===== config.mk =====
export PLATFORM = sky130hd
export DESIGN_NAME = fir_tap_sequencer
export DESIGN_NICKNAME = d
export VERILOG_FILES = /design/src/rtl/fir_pkg.sv /design/src/rtl/fir_step_counter.sv /design/src/rtl/fir_tap_sequencer.sv
export SDC_FILE = /design/constraint.sdc
export NUM_CORES = 1
export LEC_CHECK = 0
export ABC_AREA = 0
export ABC_CLOCK_PERIOD_IN_PS = 2690
export CAP_MARGIN = 10
export CORE_ASPECT_RATIO = 0.75
export CORE_MARGIN = 2
export CORE_UTILIZATION = 25
export DETAILED_ROUTE_END_ITERATION = 7
export PLACE_DENSITY_LB_ADDON = 0.1
export SYNTH_ARGS = -nofsm -noshare
export SYNTH_HDL_FRONTEND = slang
export SYNTH_SLANG_ARGS = --single-unit

===== constraint.sdc =====
create_clock -name clk -period 2.69 [get_ports clk]
set_input_delay 0.538 -clock clk [delete_from_list [all_inputs] [get_ports clk]]
set_output_delay 0.538 -clock clk [all_outputs]
set_load 0.01 [all_outputs]

===== src/rtl/fir_pkg.sv =====
// Shared types and register-map helpers for the FIR tap sequencer.
// The datapath register file holds the accumulator, the delay line,
// the coefficient bank and one product temporary.
package fir_pkg;

  // Datapath opcodes, one issued per cycle.
  typedef enum logic [2:0] {
    OP_NOP   = 3'd0,
    OP_COPY  = 3'd1,
    OP_LOAD1 = 3'd2,
    OP_LOAD2 = 3'd3,
    OP_ADD   = 3'd4,
    OP_SUB   = 3'd5,
    OP_MUL   = 3'd6
  } op_t;

  // Sequencer states.
  typedef enum logic [2:0] {
    ST_IDLE    = 3'd0,
    ST_COEFF   = 3'd1,
    ST_SHIFT   = 3'd2,
    ST_LOAD    = 3'd3,
    ST_MAC_MUL = 3'd4,
    ST_MAC_ADD = 3'd5,
    ST_DONE    = 3'd6,
    ST_ERR     = 3'd7
  } state_t;

  // Width of the shared step counter (tap count never exceeds 7).
  localparam int STEP_W = 3;

  // Accumulator / output register.
  localparam logic [3:0] ACC_REG = 4'd0;

  // Delay-line register holding tap k (k = 0 is the newest sample, in R1).
  function automatic logic [3:0] sample_reg(input logic [3:0] k);
    return k + 4'd1;
  endfunction

  // Coefficient register for tap k in an n-tap filter.
  function automatic logic [3:0] coeff_reg(input logic [3:0] n, input logic [3:0] k);
    return n + k + 4'd1;
  endfunction

  // Product temporary, located just past the coefficient bank.
  function automatic logic [3:0] temp_reg(input logic [3:0] n);
    return (n << 1) + 4'd1;
  endfunction

endpackage


===== src/rtl/fir_step_counter.sv =====
// Loadable down-counter shared by the coefficient, shift and MAC phases.
// tc_o flags the last step of a phase (count has reached zero).
module fir_step_counter
  import fir_pkg::*;
#(
  parameter int W = STEP_W
) (
  input  logic         clk,
  input  logic         n_rst,
  input  logic         load_i,
  input  logic         dec_i,
  input  logic [W-1:0] load_val_i,
  output logic [W-1:0] cnt_o,
  output logic         tc_o
);

  logic [W-1:0] cnt_q;

  // Count register: load has priority over decrement, and it never wraps below zero.
  always_ff @(posedge clk) begin
    if (n_rst) begin
      cnt_q <= '0;
    end else if (load_i) begin
      cnt_q <= load_val_i;
    end else if (dec_i && (cnt_q != '0)) begin
      cnt_q <= cnt_q - {{(W-1){1'b0}}, 1'b1};
    end else begin
      cnt_q <= cnt_q;
    end
  end

  assign cnt_o = cnt_q;
  assign tc_o  = (cnt_q == '0);

endmodule


===== src/rtl/fir_tap_sequencer.sv =====
// Sequencer for the shared FIR datapath: coefficient bursts and per-sample
// convolution (shift delay line, load new sample, multiply-accumulate).
// The opcode and register indices are decoded from the current state and
// the step counter; the clear/overrun pulses are registered flags.
module fir_tap_sequencer
  import fir_pkg::*;
#(
  parameter int NUM_TAPS = 4
) (
  input  logic       clk,
  input  logic       n_rst,
  input  logic       data_ready,
  input  logic       load_coeff,
  input  logic       coeff_valid,
  output logic       coeff_ready,
  input  logic       overflow,
  output logic [2:0] op,
  output logic [3:0] src1,
  output logic [3:0] src2,
  output logic [3:0] dest,
  output logic       modwait,
  output logic       cnt_up,
  output logic       clear,
  output logic       err,
  output logic       overrun
);

  localparam logic [STEP_W-1:0] LAST_K     = STEP_W'(NUM_TAPS - 1);
  localparam logic [STEP_W-1:0] SHIFT_INIT = STEP_W'(NUM_TAPS - 2);
  localparam logic [3:0]        TAPS       = 4'(NUM_TAPS);

  state_t              state_q, state_d;
  logic                pend_sample_q, pend_sample_d;
  logic                pend_coeff_q, pend_coeff_d;
  logic                clear_q, clear_d;
  logic                overrun_q, overrun_d;

  logic                ctr_load_s;
  logic                ctr_dec_s;
  logic [STEP_W-1:0]   ctr_val_s;
  logic [STEP_W-1:0]   cnt_s;
  logic                tc_s;
  logic [STEP_W-1:0]   k_s;
  logic                busy_s;

  op_t                 op_s;
  logic [3:0]          src1_s, src2_s, dest_s;

  fir_step_counter #(
    .W (STEP_W)
  ) u_step (
    .clk        (clk),
    .n_rst      (n_rst),
    .load_i     (ctr_load_s),
    .dec_i      (ctr_dec_s),
    .load_val_i (ctr_val_s),
    .cnt_o      (cnt_s),
    .tc_o       (tc_s)
  );

  // Tap / coefficient index counts up while the step counter counts down.
  assign k_s    = LAST_K - cnt_s;
  assign busy_s = (state_q != ST_IDLE) && (state_q != ST_ERR);

  // Next-state, pending-request bookkeeping and step-counter control.
  always_comb begin
    state_d       = state_q;
    pend_sample_d = pend_sample_q;
    pend_coeff_d  = pend_coeff_q;
    clear_d       = 1'b0;
    overrun_d     = 1'b0;
    ctr_load_s    = 1'b0;
    ctr_dec_s     = 1'b0;
    ctr_val_s     = '0;

    // Requests arriving while a sequence runs are parked in 1-deep slots.
    if (busy_s) begin
      if (data_ready) begin
        if (pend_sample_q) begin
          overrun_d = 1'b1;
        end else begin
          pend_sample_d = 1'b1;
        end
      end else begin
        pend_sample_d = pend_sample_q;
      end
      if (load_coeff && (state_q != ST_COEFF)) begin
        pend_coeff_d = 1'b1;
      end else begin
        pend_coeff_d = pend_coeff_q;
      end
    end else begin
      pend_coeff_d = pend_coeff_q;
    end

    case (state_q)
      ST_IDLE, ST_ERR: begin
        // A coefficient burst outranks a sample; a coincident sample is parked.
        if (load_coeff || pend_coeff_q) begin
          state_d      = ST_COEFF;
          ctr_load_s   = 1'b1;
          ctr_val_s    = LAST_K;
          pend_coeff_d = 1'b0;
          if (data_ready) begin
            if (pend_sample_q) begin
              overrun_d = 1'b1;
            end else begin
              pend_sample_d = 1'b1;
            end
          end else begin
            pend_sample_d = pend_sample_q;
          end
        end else if (data_ready || pend_sample_q) begin
          // Serve the parked sample first; a fresh one then takes the slot.
          state_d       = ST_SHIFT;
          ctr_load_s    = 1'b1;
          ctr_val_s     = SHIFT_INIT;
          pend_sample_d = pend_sample_q & data_ready;
        end else begin
          state_d = state_q;
        end
      end
      ST_COEFF: begin
        if (coeff_valid) begin
          if (tc_s) begin
            state_d = ST_IDLE;
            clear_d = 1'b1;
          end else begin
            ctr_dec_s = 1'b1;
          end
        end else begin
          ctr_dec_s = 1'b0;
        end
      end
      ST_SHIFT: begin
        if (tc_s) begin
          state_d = ST_LOAD;
        end else begin
          ctr_dec_s = 1'b1;
        end
      end
      ST_LOAD: begin
        state_d    = ST_MAC_MUL;
        ctr_load_s = 1'b1;
        ctr_val_s  = LAST_K;
      end
      ST_MAC_MUL: begin
        if (overflow) begin
          state_d = ST_ERR;
        end else if (cnt_s == LAST_K) begin
          // Tap 0 product lands straight in the accumulator; no add follows.
          ctr_dec_s = 1'b1;
        end else begin
          state_d = ST_MAC_ADD;
        end
      end
      ST_MAC_ADD: begin
        if (overflow) begin
          state_d = ST_ERR;
        end else if (tc_s) begin
          state_d = ST_DONE;
        end else begin
          ctr_dec_s = 1'b1;
          state_d   = ST_MAC_MUL;
        end
      end
      ST_DONE: begin
        state_d = ST_IDLE;
      end
      default: begin
        state_d = ST_IDLE;
      end
    endcase
  end

  // State and flag registers with synchronous reset; datapath contents are not ours to clear.
  always_ff @(posedge clk) begin
    if (n_rst) begin
      state_q       <= ST_IDLE;
      pend_sample_q <= 1'b0;
      pend_coeff_q  <= 1'b0;
      clear_q       <= 1'b0;
      overrun_q     <= 1'b0;
    end else begin
      state_q       <= state_d;
      pend_sample_q <= pend_sample_d;
      pend_coeff_q  <= pend_coeff_d;
      clear_q       <= clear_d;
      overrun_q     <= overrun_d;
    end
  end

  // Datapath command decode from state and the current step index.
  always_comb begin
    op_s   = OP_NOP;
    src1_s = 4'd0;
    src2_s = 4'd0;
    dest_s = 4'd0;
    case (state_q)
      ST_COEFF: begin
        if (coeff_valid) begin
          op_s   = OP_LOAD2;
          dest_s = coeff_reg(TAPS, {1'b0, k_s});
        end else begin
          op_s = OP_NOP;
        end
      end
      ST_SHIFT: begin
        // Oldest first: R(cnt+2) <= R(cnt+1), cnt counting down to zero.
        op_s   = OP_COPY;
        src1_s = sample_reg({1'b0, cnt_s});
        dest_s = sample_reg({1'b0, cnt_s} + 4'd1);
      end
      ST_LOAD: begin
        op_s   = OP_LOAD1;
        dest_s = sample_reg(4'd0);
      end
      ST_MAC_MUL: begin
        op_s   = OP_MUL;
        src1_s = sample_reg({1'b0, k_s});
        src2_s = coeff_reg(TAPS, {1'b0, k_s});
        if (k_s == '0) begin
          dest_s = ACC_REG;
        end else begin
          dest_s = temp_reg(TAPS);
        end
      end
      ST_MAC_ADD: begin
        op_s   = OP_ADD;
        src1_s = ACC_REG;
        src2_s = temp_reg(TAPS);
        dest_s = ACC_REG;
      end
      default: begin
        op_s = OP_NOP;
      end
    endcase
  end

  assign op          = op_s;
  assign src1        = src1_s;
  assign src2        = src2_s;
  assign dest        = dest_s;
  assign coeff_ready = (state_q == ST_COEFF);
  assign modwait     = busy_s;
  assign cnt_up      = (state_q == ST_DONE);
  assign err         = (state_q == ST_ERR);
  assign clear       = clear_q;
  assign overrun     = overrun_q;

endmodule


; ---- Word-level counts from Yosys, hierarchy flattened
; Cells that the tools add are included.
[totals]
reg_bits = 10
inputBits = 6
output_inout_bits = 21
elab_cells = 96
[classes]
add_sub_neg = 7
eq_ne = 16
muxes = 50
bitwise_logic = 3
n_reduce_logical = 14
[op_table]
columns = cell, n
row1 = 3-bit two-way mux, 9
row2 = 1-bit two-way mux, 26
row3 = 3-bit case mux with 7 select lines, 1
row4 = 4-bit case mux with 2 select lines, 2
row5 = 4-bit case mux with 4 select lines, 1
row6 = 3-bit case mux with 5 select lines, 1
row7 = "3-bit == test, second input constant", 4
row8 = "3-bit != test, second input constant", 4
row9 = 2-bit two-way mux, 5
row10 = "3-bit by 2-bit == test with 1-bit output, second input constant", 3
row11 = 3-bit logical NOT, 3
row12 = "3-bit by 1-bit adder with 4-bit output, second input constant", 2
row13 = "4-bit by 1-bit adder with 4-bit output, second input constant", 2
row14 = 4-bit two-way mux, 2
row15 = 3-bit nonzero test, 2
row16 = 5-bit AND reduction, 1
row17 = "3-bit by 3-bit adder with 4-bit output, first input constant", 1
row18 = "2-bit != test, second input constant", 2
row19 = 1-bit case mux with 4 select lines, 1
row20 = 2-bit case mux with 2 select lines, 1
row21 = "3-bit by 1-bit == test with 1-bit output, second input constant", 1
row22 = 1-bit logical AND, 3
row23 = "3-bit by 1-bit != test with 1-bit output, second input constant", 1
row24 = 3-bit OR reduction, 1
row25 = other kinds (9), 11

; ---- Logic depth before layout (Yosys ltp)
[depth]
ltp_word = 7
ltp_mapped = 9
mapped_depth_nobuf = 8

; ---- Cells and area by module
; A second synthesis with hierarchy kept.
[unflattened]
cells_unflattened = 138
area_unflattened_um2 = 999.7
[by_module_without_submodules]
columns = module, n_inst, cells_per_inst, area_each_um2, seq_area_each_um2
row1 = fir_tap_sequencer, 1, 117, 817.0, 140.1
row2 = fir_step_counter, 1, 21, 182.7, 60.1

; ---- Least setup slack after synthesis
; No wires, ideal clock.
[synth_path]
kind = flip-flop to flip-flop
start = reg u_step.cnt_q[0], in the netlist u_step.cnt_o[0]
end = reg u_step.cnt_q[2], in the netlist u_step.cnt_o[2]
setup_ns = 0.100
arrival_time_ns = 2.084
required_ns = 2.590
setup_slack_ns = 0.506
path_stages_with_launch = 10
path_buffers = 1
period_less_slack_ns = 2.184
cell_sequence = dfxtp_1 clkbuf_1 inv_1 ha_1 ha_1 nor3b_1 a22o_1 o221a_4 nor2_2 a2111oi_4
[synth_between]
elab_chain_len = 6
elab_cells_between_ends = 14
cone_classes = add/sub: 1 / eq/ne: 1 / mux: 8 / reduce/logical: 4
[synth_rtl]
columns = element, line_no
row1 = from (decl), fir_step_counter.sv:17  ; logic [W-1:0] cnt_q;
row2 = from (signal assigned), fir_step_counter.sv:24  ; cnt_q <= load_val_i;
row3 = from (signal assigned), fir_step_counter.sv:26  ; cnt_q <= cnt_q - {{(W-1){1'b0}}, 1'b1};
row4 = from (signal assigned), fir_step_counter.sv:28  ; cnt_q <= cnt_q;
row5 = 3-bit logical NOT (*), fir_step_counter.sv:33  ; assign tc_o = (cnt_q == '0);
row6 = net tc_s, fir_tap_sequencer.sv:42  ; logic tc_s;
row7 = 1-bit two-way mux (*), "fir_tap_sequencer.sv:125, fir_tap_sequencer.sv:136, fir_tap_sequencer.sv:160"
row8 = "1-bit two-way mux, on equally long branches", "fir_tap_sequencer.sv:158, fir_tap_sequencer.sv:124"
row9 = 1-bit case mux with 4 select lines (*), fir_tap_sequencer.sv:96  ; case (state_q)
row10 = 1-bit logical AND (*), fir_step_counter.sv:25  ; end else if (dec_i && (cnt_q != '0)) begin
row11 = 2-bit nonzero test (no line) (*), n/a
; Mark *: on every way through the listed nets, which the timed path passes. The rest lies on a longest branch. The select of a mux whose other input is x is not followed.
; A chain may end at the register's enable or synchronous reset.

; ---- Worst setup path after layout
[layout_path]
start = reg u_step.cnt_q[0], in the netlist u_step.cnt_o[0]
end = out dest[2]
[layout_between]
elab_chain_len = 5
elab_cells_between_ends = 7
cone_classes = add/sub: 5 / mux: 2
[layout_rtl]
columns = element, line_no
row1 = 2-bit by 3-bit subtractor with 3-bit output, fir_tap_sequencer.sv:62  ; assign k_s = LAST_K - cnt_s;
row2 = 3-bit by 3-bit adder with 4-bit output, fir_pkg.sv:42  ; return n + k + 4'd1;
row3 = 4-bit by 1-bit adder with 4-bit output, fir_pkg.sv:42
row4 = 4-bit two-way mux, fir_tap_sequencer.sv:201  ; if (coeff_valid) begin
row5 = 4-bit case mux with 4 select lines (*), fir_tap_sequencer.sv:199  ; case (state_q)
row6 = to (decl), fir_tap_sequencer.sv:20  ; output logic [3:0] dest,
; Mark *: on every way between the ends. The rest lies on a longest branch, timed or not.

==> metrics.txt <==
outcome complete, no violations; number of synthesized flops with an enable pin 0; maximum clock frequency 0.3850 GHz; fin crit share 96.56%; die area 4579 sq um; total track usage 13.67%; layout cells sized above 1 18.90%; Req. time, crit path around 2.2 ns; Comb pwr share between 70 and 80%; Final Hold Vio Count 0; width of the die 77.48 um; sw power 0.0006982 W; Die Span Y 59.11 um; post-synth top area share 19.78%; GR peak layer met1; adder-cell share of the synthesized area 6.180%; Power Density 1070 nW/um^2; filler instances 389; Clk pwr share roughly an eighth; GR met3 Demand/Resource under 10%; cell area after synthesis 1012 sq um; crit end category output port; Slew headroom between 60% and 70%; unrepaired setup endpoints after global routing false; sequential power share 17.3%; mean post-synth cell area 7.727 sq um; Synth Area in Simple Gates about 25%; VDD IR max 0.0005835 V; port bufs 26; CP max-delay cell clkdlybuf4s50_1; initial antenna violation count 0; CTS root buf clkbuf_8; Clock Latency Late Sink around 0.24 ns; num rows 19; total wire length 2.983 mm; Max Cap Viol 0; Initial DRC Count 90; max-slew violations 0; Detail Route Antenna Nets 0; starting density of the core 26.78%; yosys warns 0; Unique masters post-synth 52; Worst setup SP type flop; CP max stage delay between 0.5 and 0.6 ns; Compound-Gate Fraction of Synth Area 34.61%; # DRC 0; min-delay worst type flop to flop; Buf/Inv on CP 2; first-pass GRT wire length a little under 5 mm; family with the most delay on the worst path buffers and inverters; mux cell area share after synthesis 3.956%; CTS tree yes; most frequent cells after synthesis nor2_1, nand2_1, dfxtp_1; Pint 0.0008501 W; met1 usage 20.57%; area grow syn2layout 42.89%; clock slew at reported path FFs 0.05 ns; # IOs 27; layout net count 176; utilization after layout 38.27%; CP cell instances inv_1, ha_1, ha_2, nand3_1, o21ai_0, clkdlybuf4s50_1; Core Footprint 3780 sq um; DR pass1 iterations 5; largest net degree at the start of global routing 12; flops & latches, synth 10; asr flop ratio synth 0%; sw frac 45.09%; CP Max Fanout 6; Post-DP HPWL between 2 and 2.5 mm; H-tree depth 1; crit path kind flop to output port; TritonCTS sink count 10; minimum clock period 2.597 ns; most frequent cell after synthesis nor2_1; Synth Net Count 142; Post-Route Skew 0.001772 ns; TritonCTS Buffers 3; Post-CTS Setup Inserts 0; clock buffer depth 2; routability congestion estimate ~0.75; Final setup viols 0; GR Util met2 19.01%; sequential element share of the synthesized area 19.78%; Post-synth top flop dfxtp_1; Fin Setup TNS 0 ns; DR vias/cell between 5 and 6; static leakage between 0.5 and 0.6 nW; largest cells by area after synthesis dfxtp_1, ha_1, nor2_1; largest family of logic cells by synthesized area compound AO/OA/AOI/OAI gates; vias in the first global route 958; total power 0.001548 W; routed len/inst between 10 and 15 um; largest area contributor in the netlist dfxtp_1; xor/xnor share of the synthesized area ~1.7%; gr ovfl total 0; synthesized instance count 131; detailed-route via count 1092; Crit path arrival time 2.06 ns; Diodes inserted 0; worst-margin pin slew 0.5307 ns
-- sequential cells by signal (all words and copies together), names as in the netlist --
signal / flops
pend_coeff_q: 1
u_step.cnt_o: 3
clear: 1
pend_sample_q: 1
overrun: 1
state_q: 3
-- stage by stage --
step	hold WS, ns	cell area [sq um]	worst slack [ns]	cells
6_report	0.5423	1446	0.09266	216
5_1_grt	0.5590	1446	0.005355	216
4_1_cts	0.5451	1435	0.04008	216
3_5_place_dp	0.5285	1378	0.07170	212
3_3_place_gp	0.5253	1378	0.08563	212
2_1_floorplan	0.5045	1012	0.5065	131
-- worst register-to-register path: stages, from the launching register on --
cell and delay, ns:
dfxtp_2 0.38, inv_1 0.07, ha_1 0.21, ha_2 0.21, nor3b_1 0.18, a22o_1 0.16, o221a_4 0.25, nor2_2 0.06
a2111oi_4 0.30
-- cell type report --
cell class	count	area (sq um)	share of cell area, %
sequential	10	203.9	14.10
clock buffer	4	55.05	3.806
multi-input combinational	103	730.7	50.52
timing repair buffer	38	357.8	24.74
inverter	9	33.78	2.336
tap	52	65.06	4.498
-- worst paths after layout --
check                          startpoint  slack (ns)                           end  cells after the start
max          u_step.cnt_o[0]$_SDFFE_PP0P_        0.09                       dest[2]                      6
min            pend_sample_q$_SDFFE_PP0P_        0.54            overrun$_SDFF_PP0_                      1
max reg2reg  u_step.cnt_o[0]$_SDFFE_PP0P_        0.76  u_step.cnt_o[2]$_SDFFE_PP0P_                      8
min reg2reg    pend_sample_q$_SDFFE_PP0P_        0.54            overrun$_SDFF_PP0_                      1
-- routing by layer --
layer,vias to the layer above,wire [um]
met5,-,0
met2,29,1296
met4,0,9
li1,548,-
met1,513,1481
met3,2,195
-- layout by cell type (no fill, tap or decap), drive strengths merged, types with 2 or more instances in the layout --
cell type	synthesis	layout
a31oi	2	2
o21ai	10	10
ha	5	5
nand3	2	2
nor2	17	17
clkdlybuf4s50	0	23
clkbuf	3	4
a21oi	10	10
o22ai	2	2
o31a	2	2
nand2	12	12
dlymetal6s2s	0	3
dfxtp	10	10
inv	9	9
mux2i	4	4
o221ai	2	2
nor2b	2	2
nor4	2	2
and2	2	2
buf	6	12
nor3b	4	4
xor2	2	2
-- power groups by stage --
stage / Clock, W / Sequential, W / Combinational, W
detailed placement: 0 / 0.000269 / 0.00108
finish: 0.000190 / 0.000267 / 0.00109
global placement: 0 / 0.000267 / 0.00110
floorplan: 0 / 0.000228 / 0.000709
global route: 0.000205 / 0.000279 / 0.00119
CTS: 0.000196 / 0.000267 / 0.00109
-- cell families after synthesis --
kind of cell             Yosys count
AO/OA/AOI/OAI                     45
XOR/XNOR                           2
multiplexers                       4
adder cells (fa/ha/maj)            5
flip-flops                        10
AND/OR/NAND/NOR                   47
buffers and inverters             18
-- repair_timing --
| action | in CTS | in global routing |
|---|---|---|
| endpoints found under the setup margin | 1 | 4 |
| hold buffers | 0 | 0 |
| gates resized for setup | 2 | 5 |
| gates cloned | 0 | 0 |
Note: power is estimated with default switching activity, not from simulation.
